===== config.mk =====
export PLATFORM = sky130hd
export DESIGN_NAME = shift_register_universal_param
export DESIGN_NICKNAME = d
export VERILOG_FILES = /design/src/rtl/shift_register_universal_param.sv
export SDC_FILE = /design/constraint.sdc
export NUM_CORES = 1
export LEC_CHECK = 0
export ABC_AREA = 1
export BUFFER_PORTS_ARGS = -buffer_cell sky130_fd_sc_hd__buf_4
export CAP_MARGIN = 15
export CORE_MARGIN = 1.5
export CORE_UTILIZATION = 50
export DETAILED_ROUTE_END_ITERATION = 6
export PLACE_DENSITY = 0.75
export SYNTH_ARGS = -nofsm -noshare
export SYNTH_HDL_FRONTEND = slang
export SYNTH_SLANG_ARGS = --single-unit

===== constraint.sdc =====
create_clock -name clk -period 2.7 [get_ports clk]
set_input_delay 0.135 -clock clk [delete_from_list [all_inputs] [get_ports clk]]
set_output_delay 0.135 -clock clk [all_outputs]
set_load 0.01 [all_outputs]

===== src/rtl/shift_register_universal_param.sv =====
// Parametrised universal shift register with a multi-step shift sequencer.
// A start in IDLE latches mode/amount; shift and rotate modes then step autonomously until done.
module shift_register_universal_param #(
    parameter int WIDTH = 8,
    parameter int AMT_W = 4
) (
    input  logic             clk,
    input  logic             rst_n,
    input  logic [WIDTH-1:0] load_val,
    input  logic             sin,
    input  logic [2:0]       mode,
    input  logic             start,
    input  logic [AMT_W-1:0] shift_amt,
    output logic [WIDTH-1:0] q,
    output logic             sout,
    output logic             busy,
    output logic             done
);

    localparam logic [2:0] MODE_HOLD   = 3'b000;
    localparam logic [2:0] MODE_LOAD   = 3'b001;
    localparam logic [2:0] MODE_SHR    = 3'b010;
    localparam logic [2:0] MODE_SHL    = 3'b011;
    localparam logic [2:0] MODE_ROR    = 3'b100;
    localparam logic [2:0] MODE_ROL    = 3'b101;
    localparam logic [2:0] MODE_STICKY = 3'b110;
    localparam logic [2:0] MODE_CLEAR  = 3'b111;

    localparam logic [AMT_W-1:0] CNT_ONE = {{(AMT_W-1){1'b0}}, 1'b1};

    typedef enum logic [1:0] {
        ST_IDLE = 2'b00,
        ST_RUN  = 2'b01,
        ST_DONE = 2'b10
    } state_t;

    state_t           state_r;
    state_t           state_nxt_s;
    logic [WIDTH-1:0] q_r;
    logic [WIDTH-1:0] q_nxt_s;
    logic [2:0]       mode_r;
    logic [2:0]       mode_nxt_s;
    logic [AMT_W-1:0] cnt_r;
    logic [AMT_W-1:0] cnt_nxt_s;
    logic             busy_r;
    logic             done_r;
    logic             sout_s;

    // One step of the selected operation applied to the current contents.
    function automatic logic [WIDTH-1:0] step_value(
        input logic [WIDTH-1:0] cur,
        input logic [2:0]       op,
        input logic             ser,
        input logic [WIDTH-1:0] par
    );
        logic [WIDTH-1:0] res;
        res = cur;
        case (op)
            MODE_HOLD:   res = cur;
            MODE_LOAD:   res = par;
            MODE_SHR:    res = {ser, cur[WIDTH-1:1]};
            MODE_SHL:    res = {cur[WIDTH-2:0], ser};
            MODE_ROR:    res = {cur[0], cur[WIDTH-1:1]};
            MODE_ROL:    res = {cur[WIDTH-2:0], cur[WIDTH-1]};
            MODE_STICKY: res = {ser | cur[WIDTH-1], cur[WIDTH-1:1]};
            MODE_CLEAR:  res = {WIDTH{1'b0}};
            default:     res = cur;
        endcase
        return res;
    endfunction

    // Hold, load and clear complete on the accepting edge; everything else is sequenced.
    function automatic logic is_single_cycle(input logic [2:0] op);
        logic res;
        case (op)
            MODE_HOLD, MODE_LOAD, MODE_CLEAR: res = 1'b1;
            default:                          res = 1'b0;
        endcase
        return res;
    endfunction

    // Next-state, next-contents and latched-control logic of the sequencer.
    always_comb begin
        state_nxt_s = state_r;
        q_nxt_s     = q_r;
        mode_nxt_s  = mode_r;
        cnt_nxt_s   = cnt_r;
        case (state_r)
            ST_IDLE: begin
                if (start) begin
                    mode_nxt_s = mode;
                    if (is_single_cycle(mode)) begin
                        q_nxt_s     = step_value(q_r, mode, sin, load_val);
                        state_nxt_s = ST_DONE;
                    end else if (shift_amt == {AMT_W{1'b0}}) begin
                        state_nxt_s = ST_DONE;
                    end else begin
                        cnt_nxt_s   = shift_amt;
                        state_nxt_s = ST_RUN;
                    end
                end else begin
                    state_nxt_s = ST_IDLE;
                end
            end
            ST_RUN: begin
                q_nxt_s   = step_value(q_r, mode_r, sin, load_val);
                cnt_nxt_s = cnt_r - CNT_ONE;
                if (cnt_r == CNT_ONE) begin
                    state_nxt_s = ST_DONE;
                end else begin
                    state_nxt_s = ST_RUN;
                end
            end
            ST_DONE: begin
                state_nxt_s = ST_IDLE;
            end
            default: begin
                state_nxt_s = ST_IDLE;
            end
        endcase
    end

    // State, contents and status flags; status is decoded from the next state so it is registered.
    always_ff @(posedge clk or negedge rst_n) begin
        if (!rst_n) begin
            state_r <= ST_IDLE;
            q_r     <= {WIDTH{1'b0}};
            mode_r  <= MODE_HOLD;
            cnt_r   <= {AMT_W{1'b0}};
            busy_r  <= 1'b0;
            done_r  <= 1'b0;
        end else begin
            state_r <= state_nxt_s;
            q_r     <= q_nxt_s;
            mode_r  <= mode_nxt_s;
            cnt_r   <= cnt_nxt_s;
            busy_r  <= (state_nxt_s == ST_RUN);
            done_r  <= (state_nxt_s == ST_DONE);
        end
    end

    // Serial output: the bit that the latched mode would push out next.
    always_comb begin
        sout_s = q_r[0];
        case (mode_r)
            MODE_SHL, MODE_ROL: sout_s = q_r[WIDTH-1];
            default:            sout_s = q_r[0];
        endcase
    end

    assign q    = q_r;
    assign sout = sout_s;
    assign busy = busy_r;
    assign done = done_r;

endmodule


; Word-level counts from Yosys, hierarchy flattened
; Cells that the tools add are included.
[totals]
regBits = 19
mem_count = 0
wordCells = 60
in_bits = 19
ramBits = 0
mem_bits_ro = 0
latch_bits = 0
[classes]
n_eq_ne = 24
addsub = 1
bitwise = 1
n_div = 0
n_reduce_logical = 10
muxes = 18
magnitude_cmp = 0
multipliers = 0
n_shift = 0
[ops]
columns = operator, n
row1 = 8-bit case mux with 7 select lines, 2
row2 = 3-bit == test (second input constant), 8
row3 = 8-bit two-way mux, 2
row4 = 8-bit case mux with 2 select lines, 1
row5 = 3-bit by 2-bit == test with 1-bit output (second input constant), 4
row6 = 4-bit two-way mux, 3
row7 = 2-bit != test (second input constant), 6
row8 = 2-bit two-way mux, 4
row9 = 4-bit case mux with 2 select lines, 1
row10 = 3-bit by 1-bit == test with 1-bit output (second input constant), 2
row11 = 3-bit zero test, 2
row12 = 5-bit AND reduction, 1
row13 = 2-bit by 1-bit == test with 1-bit output (second input constant), 2
row14 = 4-bit by 1-bit == test with 1-bit output (second input constant), 1
row15 = 4-bit zero test, 1
row16 = 1-bit two-way mux, 4
row17 = 2-bit case mux with 2 select lines, 1
row18 = 4-bit AND reduction, 1
row19 = 4-bit by 1-bit subtractor with 4-bit output (second input constant), 1
row20 = 3-bit OR reduction, 1
row21 = 2-bit == test (second input constant), 1
row22 = 2-bit zero test, 1
row23 = 2-bit AND reduction, 1
row24 = 2-bit nonzero test, 1
row25 = other kinds (2), 2

; Logic depth before layout (Yosys ltp)
[logic_depth]
word_depth = 9
ltp_mapped = 11
mapped_depth_nobuf = 10

; Least setup slack after synthesis
; Ideal clock, no wire load.
[synth_path]
path_kind = register to register
startpoint = register cnt_r[0]
endpoint = register cnt_r[2]
setup_slack_ns = 1.462
required_time_ns = 2.584
arrival_ns = 1.121
path_buffers = 0
stages_incl_launch_ff = 8
period_less_slack_ns = 1.238
cell_sequence = dfrtp_1 inv_1 ha_1 or2_2 nand3_1 o21ai_0 nand2_1 nand2_1
[synth_via]
elab_chain_len = 2
[synth_lines]
columns = item, line
row1 = start: declaration, 43  ; logic [AMT_W-1:0] cnt_r;
row2 = start signal: assignment, 129  ; cnt_r <= {AMT_W{1'b0}};
row3 = start signal: assignment, 136  ; cnt_r <= cnt_nxt_s;
row4 = 4-bit by 1-bit subtractor with 4-bit output, 107  ; cnt_nxt_s = cnt_r - CNT_ONE;
row5 = 4-bit case mux with 2 select lines, 88  ; case (state_r)
; Every way passes these cells.
; A chain may end at the register's enable or synchronous reset.

; Worst setup path after layout
[layout_path]
startpoint = register state_r[1]
endpoint = register q_r[0], in the netlist q[0]
[layout_via]
elab_chain_len = 3
[layout_lines]
columns = item, line
row1 = start: declaration, 37  ; state_t state_r;
row2 = start signal: assignment, 133  ; state_r <= state_nxt_s;
row3 = 2-bit by 1-bit == test with 1-bit output / 2-bit zero test (equally long branches), 88
row4 = 2-bit != test (no source line) / 2-bit nonzero test (equally long branches), --
row5 = 5-bit AND reduction (no source line), --
row6 = end signal: assignment, 127  ; q_r <= {WIDTH{1'b0}};
row7 = end signal: assignment, 134  ; q_r <= q_nxt_s;
row8 = end: declaration, 39  ; logic [WIDTH-1:0] q_r;
; Several ways; a longest one is shown, not always the timed one.

==> load_flow_metrics.sql <==
INSERT INTO impl_metrics (metric_group, metric, value, unit) VALUES
('run_status', 'run_status', 'finished clean', ''),
('global_routing', 'antenna_found_initial', '0', ''),
('global_routing', 'gr_overflow_total', '0', ''),
('die', 'rows', '20', ''),
('setup_path', 'endpoint_kind', 'flop', ''),
('clock_network', 'cts.path.max_buffers', '2', ''),
('clock_network', 'tritoncts', 'built', ''),
('place', 'place_inst', '322', ''),
('setup_path', 'timing.critical_path.arrival', '2.03', 'ns'),
('place', 'placement.setup.worst_slack', '0.916', 'ns'),
('logic_synthesis', 'yosys.area.top_type', 'sky130_fd_sc_hd__dfrtp_1', ''),
('power', 'power', '0.00209', 'W'),
('sta', 'timing.final.crit_share', '66.5', '%'),
('setup_path', 'cp_data_required_time', '2.94', 'ns'),
('logic_synthesis', 'netlist_instances', '257', ''),
('logic_synthesis', 'synth_simple_gate_area_share', '41.5', '%'),
('logic_synthesis', 'most_frequent_cell_after_synthesis', 'sky130_fd_sc_hd__nand2_1', ''),
('logic_synthesis', 'synth.yosys.seq_area_share', '29.9', '%'),
('drt', 'drt-total-wl', '3970', 'um'),
('sta', 'timing.final.hold_violations', '0', ''),
('die', 'floorplan.die.height', '59.4', 'um'),
('logic_synthesis', 'synth_compound_area_share', '15.9', '%'),
('global_routing', 'track_usage', '25.0', '%'),
('layout', 'design.final.nets', '305', ''),
('setup_path', 'r2r-end', 'q[0]', ''),
('logic_synthesis', 'synth_area_leaders', 'sky130_fd_sc_hd__dfrtp_1 (30%), sky130_fd_sc_hd__nand2_1 (21%), sky130_fd_sc_hd__o21ai_0 (6.9%), sky130_fd_sc_hd__nand3_1 (6.3%), sky130_fd_sc_hd__nor2_1 (5.9%)', ''),
('clock_network', 'cts-htree-levels', '1', ''),
('flow_run', 'number_of_violations_of_the_max_capacitance_limit', '0', ''),
('place', 'detailed_place_hpwl', '2980', 'um'),
('drt', 'detail_routed_net_length_per_standard_cell', '12.1', 'um'),
('logic_synthesis', 'post_synth_edffs', '0', ''),
('setup_path', 'regToRegSetupSlack', '0.91', 'ns'),
('logic_synthesis', 'synthTopCellsByCount', 'sky130_fd_sc_hd__nand2_1 (87), sky130_fd_sc_hd__nor2_1 (25), sky130_fd_sc_hd__inv_1 (22), sky130_fd_sc_hd__o21ai_0 (22), sky130_fd_sc_hd__nand3_1 (20)', ''),
('drt', 'dr.pass1.iters', '4', ''),
('logic_synthesis', 'mappedNetlistArea', '1590', 'um^2'),
('setup_path', 'regToRegStartpoint', 'state_r[1]', ''),
('power', 'worst_ir_drop_vdd', '484', 'uV'),
('setup_path', 'critPathLaunchType', 'flop', ''),
('logic_synthesis', 'ys_types', '25', ''),
('sta', 'max-slew-margin-rel', '59.9', '%'),
('sta', 'finalSetupViolCount', '0', ''),
('die', 'ios', '30', ''),
('place', 'io_buffers', '29', ''),
('layout', 'drive_above_1_share', '18.4', '%'),
('logic_synthesis', 'postSynthRegisterBits', '19', ''),
('logic_synthesis', 'synthXorXnorAreaFrac', '0', '%'),
('power', 'p_leak', '0.997', 'nW'),
('sta', 'timing.fmax', '0.557', 'GHz'),
('place', 'globalplace.congestion', '0.851', ''),
('logic_synthesis', 'ys_async_sr_fraction', '100', '%'),
('drt', 'remaining_drc_errors', '0', ''),
('sta', 'report.final.slew_viol_count', '0', ''),
('logic_synthesis', 'synth_nets', '278', ''),
('logic_synthesis', 'dominantRegCellSynth', 'sky130_fd_sc_hd__dfrtp_1', ''),
('sta', 'rsz_0062_raised_after_global_routing', 'false', ''),
('logic_synthesis', 'synth_mux_area_share', '0', '%'),
('layout', 'antenna_cells_inserted', '0', ''),
('setup_path', 'setup.worst_path.start', 'state_r[1]', ''),
('clock_network', 'clock_tree.root_cell', 'sky130_fd_sc_hd__clkbuf_4', ''),
('global_routing', 'vias_in_the_first_global_route', '1491', ''),
('sta', 'finClkSkew', '0.00894', 'ns'),
('drt', 'antenna_left', '0', ''),
('place', 'postPlaceCellArea', '1810', 'um^2'),
('die', 'design.die.area', '3530', 'um^2'),
('logic_synthesis', 'mean_instance_size_in_the_synthesized_netlist', '6.19', 'um^2'),
('setup_path', 'timing.critical_path.to', 'q[0]', ''),
('die', 'core-area', '3030', 'um^2'),
('logic_synthesis', 'yosys_warnings', '0', ''),
('setup_path', 'r2r.worst_path.cells', '7', ''),
('logic_synthesis', 'adder_cell_area_share_of_the_yosys_netlist', '1.57', '%'),
('sta', 'worst_slew_pin_slew', '0.600', 'ns');
-- cells in the final DEF, fill, tap and decap left out, drive strengths merged --
cell type,n
nand2,96
o21ai,32
buf,29
inv,29
nor2,27
nand3,21
dfrtp,19
a21oi,8
a21o,5
nand4,4
clkbuf,4
nor3,2
a22oi,2
ha,2
clkinv,1
or2,1
dlygate4sd3,1
-- power breakdown --
part	switching [W]	leakage [nW]	internal, W
Combinational	0.000832	0.746	0.000500
Clock	0.0000957	0.0150	0.0000574
Sequential	0.000188	0.236	0.000420
-- stage by stage --
| stage | util, % | hold slack [ns] |
|---|---|---|
| finish | 60.8 | 0.114 |
| global route | 60.8 | 0.143 |
| CTS | 60.8 | 0.108 |
| detailed placement | 59.6 | 0.0310 |
| global placement | 59.6 | 0.0298 |
| floorplan | - | -0.161 |
-- repair_timing --
action,CTS,global route
setup endpoints to repair,0,0
hold buffers,1,0
hold endpoints to repair,19,0
-- area by class of cell --
type,instances,area (um^2),share of cell area [%]
Timing Repair Buffer,30,228,12.4
Clock buffer,4,26.3,1.43
Tap cell,44,55.1,2.99
Sequential cell,19,475,25.8
Inverter,30,120,6.52
Multi-Input combinational cell,200,937,50.9
-- how the worst min path moves through the flow --
stage | from | end | slack, ns | depth (start not counted)
2_1_floorplan | rst_n | busy | -0.16 | 0
3_3_place_gp | rst_n | cnt_r[3] | 0.03 | 1
3_5_place_dp | rst_n | cnt_r[0] | 0.03 | 1
4_1_cts | mode[0] | mode_r[0] | 0.11 | 3
5_1_grt | mode[0] | mode_r[0] | 0.14 | 3
6_report | mode[0] | mode_r[0] | 0.11 | 3
-- cell families (layout without fill, tap and decap cells) --
family / count (synthesis) / after routing
buffers and inverters: 38 / 64
flip-flops: 19 / 19
AO/OA/AOI/OAI: 47 / 47
adder cells (fa/ha/maj): 2 / 2
AND/OR/NAND/NOR: 151 / 151
-- worst max-delay path, stage by stage, from the launching register on --
cell                      delay (ns)
sky130_fd_sc_hd__dfrtp_1        0.42
sky130_fd_sc_hd__inv_1          0.06
sky130_fd_sc_hd__nand2_1        0.35
sky130_fd_sc_hd__inv_1          0.47
sky130_fd_sc_hd__o21ai_0        0.17
sky130_fd_sc_hd__inv_1          0.07
sky130_fd_sc_hd__o21ai_0        0.08
sky130_fd_sc_hd__a21oi_1        0.12
-- state kept, by name (all words and copies together) (netlist names) --
name	count
done	1
busy	1
state_r	2
cnt_r	4
q	8
mode_r	3
-- layer usage --
layer	global-route usage (%)	up-vias	wire, um
li1	-	872	-
met1	36.4	768	1910
met2	39.6	44	1860
met3	2.18	2	178
met4	6.82	0	21
met5	0	-	0
No activity file was read; power rests on OpenSTA's default activity.
